[src/rtl/csa_accumulate_ctrl.sv]
// Carry-save multi-operand accumulator with a one-cycle resolve stage.
// Define CSA_ACC_SIGNED_EN for two's-complement operands and result.
module csa_accumulate_ctrl #(
  parameter  int WIDTH        = 8,
  parameter  int MAX_OPERANDS = 8,
  localparam int CNT_W        = $clog2(MAX_OPERANDS + 1),
  localparam int ACC_WIDTH    = WIDTH + $clog2(MAX_OPERANDS)
) (
  input  logic                 clk,
  input  logic                 rst_n,
  input  logic                 start,
  input  logic [CNT_W-1:0]     op_count,
  output logic                 busy,
  input  logic [WIDTH-1:0]     in_data,
  input  logic                 in_valid,
  output logic                 in_ready,
  output logic [ACC_WIDTH-1:0] result,
  output logic                 out_valid,
  input  logic                 out_ready
);

  typedef enum logic [1:0] {
    IDLE    = 2'd0,
    ACCUM   = 2'd1,
    RESOLVE = 2'd2,
    DONE    = 2'd3
  } state_e;

  state_e               state_q;
  logic [ACC_WIDTH-1:0] sum_q;
  logic [ACC_WIDTH-1:0] cy_q;
  logic [ACC_WIDTH-1:0] res_q;
  logic [CNT_W-1:0]     rem_q;

  logic [ACC_WIDTH-1:0] x;
  logic [ACC_WIDTH-1:0] maj;
  logic [ACC_WIDTH-1:0] sum_d;
  logic [ACC_WIDTH-1:0] cy_d;
  logic [CNT_W-1:0]     rem_d;
  logic                 beat;

  // Operand extension, one 3:2 compression and job-length clamp.
  always_comb begin
`ifdef CSA_ACC_SIGNED_EN
    x = ACC_WIDTH'($signed(in_data));
`else
    x = ACC_WIDTH'(in_data);
`endif
    sum_d = sum_q ^ cy_q ^ x;
    maj   = (sum_q & cy_q) | (sum_q & x) | (cy_q & x);
    cy_d  = maj << 1;
    if (op_count > CNT_W'(MAX_OPERANDS)) begin
      rem_d = CNT_W'(MAX_OPERANDS);
    end else begin
      rem_d = op_count;
    end
  end

  assign beat      = in_valid && (state_q == ACCUM);
  assign busy      = (state_q != IDLE);
  assign in_ready  = (state_q == ACCUM);
  assign out_valid = (state_q == DONE);
  assign result    = res_q;

  // Job sequencer: redundant accumulation, resolve, then hold result.
  always_ff @(posedge clk or negedge rst_n) begin
    if (!rst_n) begin
      state_q <= IDLE;
      sum_q   <= '0;
      cy_q    <= '0;
      res_q   <= '0;
      rem_q   <= '0;
    end else begin
      unique case (state_q)
        IDLE: begin
          if (start) begin
            sum_q <= '0;
            cy_q  <= '0;
            if (op_count == '0) begin
              res_q   <= '0;
              rem_q   <= '0;
              state_q <= DONE;
            end else begin
              rem_q   <= rem_d;
              state_q <= ACCUM;
            end
          end
        end
        ACCUM: begin
          if (beat) begin
            sum_q <= sum_d;
            cy_q  <= cy_d;
            rem_q <= rem_q - CNT_W'(1);
            if (rem_q == CNT_W'(1)) begin
              state_q <= RESOLVE;
            end
          end
        end
        RESOLVE: begin
          res_q   <= sum_q + cy_q;
          state_q <= DONE;
        end
        DONE: begin
          if (out_ready) begin
            state_q <= IDLE;
          end
        end
        default: state_q <= IDLE;
      endcase
    end
  end

endmodule

[config.mk]
export PLATFORM = sky130hd
export DESIGN_NAME = csa_accumulate_ctrl
export DESIGN_NICKNAME = d
export VERILOG_FILES = /design/src/rtl/csa_accumulate_ctrl.sv
export SDC_FILE = /design/constraint.sdc
export NUM_CORES = 1
export LEC_CHECK = 0
export CORE_UTILIZATION = 56
export CTS_BUF_LIST = sky130_fd_sc_hd__clkbuf_8
export CTS_CLUSTER_DIAMETER = 150
export DETAILED_ROUTE_END_ITERATION = 16
export HOLD_SLACK_MARGIN = 0.12
export PLACE_DENSITY = 0.82
export SYNTH_ARGS = -nofsm -noshare
export SYNTH_HDL_FRONTEND = slang
export SYNTH_SLANG_ARGS = --single-unit
[constraint.sdc]
create_clock -name clk -period 2.3 [get_ports clk]
set_clock_uncertainty 0.1 [all_clocks]
set_input_delay 0.69 -clock clk [delete_from_list [all_inputs] [get_ports clk]]
set_output_delay 0.69 -clock clk [all_outputs]
set_load 0.005 [all_outputs]
==> results of run 1 <==
-- power by group through the flow --
stage          Clock, uW  Sequential [uW]  Combinational, uW
4_1_cts              426              997               1440
6_report             417             1000               1460
5_1_grt              456             1020               1630
3_5_place_dp           0             1010               1400
3_3_place_gp           0             1010               1340
2_1_floorplan          0              987                840
-- per-layer routing --
layer | vias up | GRT usage (%)
met1 | 818 | 31.4
li1 | 822 | -
met2 | 56 | 43.8
met3 | 9 | 4.75
met4 | 0 | 7.50
met5 | - | 0
-- synthesized netlist by cell type, drive strengths merged, types with 3 or more instances --
| cell | instances |
|---|---|
| dfrtp | 38 |
| a22o | 22 |
| ha | 17 |
| nand2 | 16 |
| o21ai | 13 |
| a21oi | 12 |
| inv | 12 |
| fa | 8 |
| nor2 | 8 |
| nand2b | 6 |
| a21o | 4 |
| buf | 3 |
| clkbuf | 3 |
| nand3 | 3 |
| nor2b | 3 |
| nor3 | 3 |
-- final cells by class --
| cell class | count | area, sq um | area share [%] |
|---|---|---|---|
| clock inverters | 2 | 7.51 | 0.273 |
| flip-flops and latches | 38 | 951 | 34.6 |
| multi-input cells | 144 | 1190 | 43.2 |
| clock buffers | 5 | 68.8 | 2.50 |
| well taps | 48 | 60.1 | 2.18 |
| inverters | 12 | 45.0 | 1.64 |
| repair buffers | 44 | 428 | 15.6 |
-- path summary, 6_finish.rpt --
kind                             from         to  slack (ps)
setup / recovery           state_q[0]   in_ready          50
hold reg to reg             result[5]  result[5]         380
max in group asynchronous       rst_n   sum_q[6]        1650
hold / removal                  rst_n  result[6]         270
min in group clk            result[5]  result[5]         380
setup reg to reg             sum_q[1]  result[7]         130
-- cells by family after synthesis --
group	share of synthesized area (%)
compound gates	23.6
xor+xnor	1.59
fa+ha+maj	16.9
buf+inv	3.23
flops	43.1
mux	0.454
simple gates	11.1
-- metrics by stage --
step	hold slack (ps)	setup TNS [ps]
final	268	0
after CTS	274	0
after detailed placement	370	-971
after global routing	278	-22.6
after global placement	366	-286
after floorplan	294	0
-- registers in the layout (all words and copies together), names as in the netlist --
name     flops
sum_q       11
result      11
state_q      2
rem_q        4
cy_q        10
-- timing repair --
item / CTS / global route
cloned: 0 / 0
buffers inserted: 2 / 1
endpoints found under the setup margin: 2 / 5
hold buffers: 0 / 0
resized for setup: 1 / 4
-- worst max-delay path: cells and delay by family, from the launching register on --
kind | cells | cell delay, ps
DFF | 1 | 380
adders and majority gates | 1 | 210
buffers and inverters | 2 | 590
==> summary.md, run 1 <==
| Metric | Value |
|---|---|
| Pwr per Cell Area | `about 1000 mW/mm^2` |
| WP data required | `around 1500 ps` |
| Post-synth EDFFs | `0` |
| DP HPWL | `approximately 3.4 mm` |
| 1st-pass router iterations | `4` |
| Metal2 WL | `2.30 mm` |
| Met3 wire len | `approximately 190 um` |
| Drc violations | `0` |
| Clock slew at reported path FFs | `around 70 ps` |
| Later-pin clock latency in the skew report | `approximately 290 ps` |
| Die area | `0.00419 sq mm` |
| Finished Layout Cells | `slightly below 300` |
| Initial core utilization | `59.3%` |
| Maximum root-to-sink buffer count | `2` |
| Final WS setup | `51.0 ps` |
| Placed Area | `about 0.0026 sq mm` |
| Synth warnings | `0` |
| Diode count | `0` |
| Final Hold Viols | `0` |
| #FFs+latches synth | `38` |
| Cells after DPL | `approximately 280` |
| Input/output buffers | `30` |
| Switching power total | `roughly 1100 uW` |
| Core Util, Final | `between 70% and 80%` |
| Clock Tree Root | `clkbuf_8` |
| Final slew viol count | `0` |
| Unrepaired setup endpoints after global routing | `true` |
| Top cells by area, synth | `dfrtp_1, ha_1, a22o_1, fa_1, o21ai_0` |
| VDD IR-drop max | `slightly above 0.8 mV` |
| Switching Share | `around 39%` |
| Clk sinks | `38` |
| R2r worst-path depth | `8` |
| Initial antenna violation count | `0` |
| Max incr delay on CP | `450 ps` |
| Fill count | `around 270` |
| Syn nets | `~240` |
| Least-Margin Pin Slew | `around 420 ps` |
| Highest routed metal layer | `met4` |
| Die H | `roughly 65 um` |
| Synth cell types | `41` |
| Status | `complete, no violations` |
| Layout cell share with drive strength beyond 1 | `roughly 13%` |
| Site Rows | `22` |
| Finish-stage setup viols | `0` |
| DP Worst Slack | `-146 ps` |
| Nets | `between 200 and 300` |
| Ordered list of cells on the worst path | `buf_4, ha_1, clkdlybuf4s50_1` |
| Core ar. | `between 0.003 and 0.004 sq mm` |
| Crit share post-route | `97.8%` |
| Largest net degree at the start of global routing | `39` |
| # IOs | `31` |
| Max cap viols | `0` |
| Mapped Area | `0.00220 sq mm` |
| Area grow syn2layout | `24.7%` |
| Routed Antenna Nets | `0` |
| Post-synthesis cell count | `200` |
| Sequential power share | `around a third` |
| CTS buffer count | `5` |
| Slew HR | `between 70% and 80%` |
| CP arrival | `between 1000 and 1500 ps` |
| Ys flop type | `dfrtp_1` |
| Vias in the first global route | `roughly 1700` |
| Crit Path Class | `register to primary output` |
| Via Count | `1705` |
| Leak pwr | `about 0.0013 uW` |
| WL/cell | `around 15 um` |
| CP endpoint kind | `primary output` |
| Via/cell ratio | `between 5 and 6` |
| HP Class | `primary input to asynchronous set/reset pin` |
| Critical-path top delay cell | `clkdlybuf4s50_1` |
| Total power | `2870 uW` |
| Most common cell after layout, fill and taps aside | `dfrtp_1` |
| WL met1 | `around 2.0 mm` |
| Worst setup SP type | `register` |
| GRT Resource Usage Total | `around 25%` |
| Die W | `approximately 65 um` |
| GRT overflow | `0` |
| H-tree depth | `2` |
| Synth top area share | `between 40% and 50%` |
| GP Congestion | `~0.78` |
| Yosys top cell by area | `dfrtp_1` |
| CTS tree | `yes` |
| Comb power frac | `50.7%` |
| Post-route cell area | `roughly 0.0027 sq mm` |
| Avg Synthesized Cell Area | `between 10 and 15 sq um` |
| Post-synthesis sequential area ratio | `between 40% and 50%` |
| Maximum fanout along the worst path | `2` |
| DRT Wirelength | `about 4.5 mm` |
| Crit path time final | `between 2000 and 2500 ps` |
| Clk network pwr share | `between 10 and 15%` |
| Most frequent cells in the layout | `dfrtp_1, clkdlybuf4s50_1, a22o_1, nand2_1, ha_1` |
| Pint | `between 1500 and 2000 uW` |
| Synth async-reset ratio | `100%` |
| First-pass GRT wire length | `approximately 8 mm` |
| Max Clock Freq | `about 0.44 GHz` |
| Initial DRC count | `roughly 120` |
(Power assumes the default switching activity.)
==> run 2: changes to the inputs <==
CORE_ASPECT_RATIO = 1.5   (was default)
CORE_MARGIN = 2   (was default)
HOLD_SLACK_MARGIN = default   (was 0.12)
==> run 2 against run 1 <==
Effect of this change: power shrank 2.2%; critical endpoint is now result[7]; flip-flop and latch count is the same; first-iteration DRC count shrank 83%; combinational power shrank 5%; clock-buffer cell count is the same; register-to-register slack is essentially flat; clock power is essentially flat; design area shrank 0.59%; critical path depth grew 5; utilization shrank 0.44 points; highest routed layer unchanged; sequential power is essentially flat.
==> summary.md, run 2 (synthesis gave the netlist of run 1 again) <==
| Metric | Value |
|---|---|
| Via/cell ratio | `approximately 5.9` |
| DRT Wirelength | `4.51 mm` |
| First-pass GRT wire length | `approximately 7.8 mm` |
| Critical-path top delay cell | `dfrtp_1` |
| Cts hold-fix bufs | `0` |
| Max incr delay on CP | `around 400 ps` |
| CTS tree | `yes` |
| Crit path time final | `between 2000 and 2500 ps` |
| Core ar. | `about 0.0037 sq mm` |
| Cells after DPL | `about 280` |
| Area grow syn2layout | `24.0%` |
| Bufs and invs on worst path | `1` |
| GP Congestion | `0.809` |
| Status | `complete, no violations` |
| Crit Path Class | `register to register` |
| Die W | `55.2 um` |
| 1st-pass router iterations | `4` |
| H-tree depth | `2` |
| Ordered list of cells on the worst path | `ha_1, inv_1, fa_1, nand2b_2, a21oi_4, or2_1, a2111oi_2, a221o_1` |
| WL/cell | `15.7 um` |
| Initial DRC count | `21` |
| Reg area | `approximately 950 sq um` |
| Maximum fanout along the worst path | `3` |
| VDD IR-drop max | `roughly 0.69 mV` |
| Top delay family on crit path | `adder cells` |
| CP arrival | `between 2000 and 2500 ps` |
| Slew HR | `between 60% and 70%` |
| Multi-input logic area | `between 0.001 and 0.0015 sq mm` |
| Vias in the first global route | `1723` |
| Initial antenna violation count | `0` |
| Fill count | `284` |
| Largest net degree at the start of global routing | `39` |
| Max cap viols | `0` |
| Pwr per Cell Area | `slightly above 1000 mW/mm^2` |
| Clock slew at reported path FFs | `roughly 70 ps` |
| Via Count | `roughly 1700` |
| GRT overflow | `0` |
| Most frequent cells in the layout | `dfrtp_1, clkdlybuf4s50_1, a22o_1, nand2_1, ha_1` |
| Crit share post-route | `between 90 and 100%` |
| Final WS setup | `~120 ps` |
| Site Rows | `27` |
| Drc violations | `0` |
| Finish-stage setup viols | `0` |
| Initial core utilization | `59.3%` |
| Routed Antenna Nets | `0` |
| Input/output buffers | `30` |
| HP Class | `primary input to asynchronous set/reset pin` |
| Die H | `~80 um` |
| Finished Layout Cells | `288` |
| Diode count | `0` |
| WP data required | `2370 ps` |
| Final Hold Viols | `0` |
| Core Util, Final | `between 70% and 80%` |
| CTS buffer count | `5` |
| Layout cell share with drive strength beyond 1 | `13.1%` |
| Later-pin clock latency in the skew report | `~290 ps` |
| Worst setup SP type | `register` |
| DP HPWL | `3.53 mm` |
| Least-Margin Pin Slew | `roughly 480 ps` |
| Clock Tree Root | `clkbuf_8` |
| Max Clock Freq | `0.460 GHz` |
| Maximum root-to-sink buffer count | `2` |
| Clk sinks | `38` |
| Final slew viol count | `0` |
| Nets | `between 200 and 300` |
| # IOs | `31` |
| GRT Resource Usage Total | `between 20% and 30%` |
| Die area | `~0.0045 sq mm` |
| DP Worst Slack | `-93.8 ps` |
| CP endpoint kind | `register` |
| Most common cell after layout, fill and taps aside | `dfrtp_1` |
| Leak pwr | `around 0.0013 uW` |
[run 2: changes by cell type in the layout (fill, tap and decap cells not counted)]
cell and change:
a21oi_2 -1, a21oi_4 +1, buf_12 -2, buf_4 +2
clkdlybuf4s50_1 -2, dlymetal6s2s_1 +2, nand2b_1 -1, nand2b_2 +1
[run 2: path summary, 6_finish.rpt]
kind | startpoint | endpoint | slack (ps) | cells after the start
max | cy_q[1] | result[7] | 120 | 8
min reg2reg | result[5] | result[5] | 380 | 1
min | rst_n | result[1] | 340 | 2
max in group asynchronous | rst_n | sum_q[8] | 1420 | 2
max reg2reg | cy_q[1] | result[7] | 120 | 8
min in group clk | result[5] | result[5] | 380 | 1
[run 2: per-stage QoR]
step           power [uW]  hold WS [ps]  cell area (sq um)  TNS, ps
2_1_floorplan        1830           294               2200        0
3_3_place_gp         2310           370               2610    -79.7
3_5_place_dp         2370           370               2610     -526
4_1_cts              2810           361               2700        0
5_1_grt              3050           385               2730    -10.3
6_report             2810           339               2730        0
[run 2: power by group]
group	switching (uW)	internal, uW	leakage (uW)	total, uW
sequential	160	852	0.000512	1010
combinational	719	661	0.000782	1380
clock	216	200	0.0000466	416
[run 2: layer usage]
metal  GRT usage, %  vias to the layer above  share of wire (%)  routed length [um]
met3           3.82                       13                3.0                 136
met2           42.9                       37                 55                2470
met4           10.5                        0                2.9                 131
li1               -                      818                  -                   -
met5              0                        -                  0                   0
met1           23.7                      818                 39                1780
[run 2: repair_timing]
| action | 4_1_cts | 5_1_grt |
|---|---|---|
| setup endpoints to repair | 2 | 4 |
| buffers inserted | 1 | 2 |
| gates resized for setup | 3 | 6 |
[run 2: worst register-to-register path, delay by kind of cell, from the launching register on]
family | cells | cell delay [ps]
adder cells (fa/ha/maj) | 2 | 560
AND/OR/NAND/NOR | 2 | 400
AO/OA/AOI/OAI | 3 | 540
buffers and inverters | 1 | 50
flip-flops | 1 | 400
[run 2: cell type report]
class                           instances  area share, %
Multi-Input combinational cell        144           43.9
Sequential cell                        38           34.8
Timing Repair Buffer                   44           14.9
Clock buffer                            5           2.52
Tap cell                               43           1.97
Inverter                               12           1.65
Clock inverter                          2          0.275
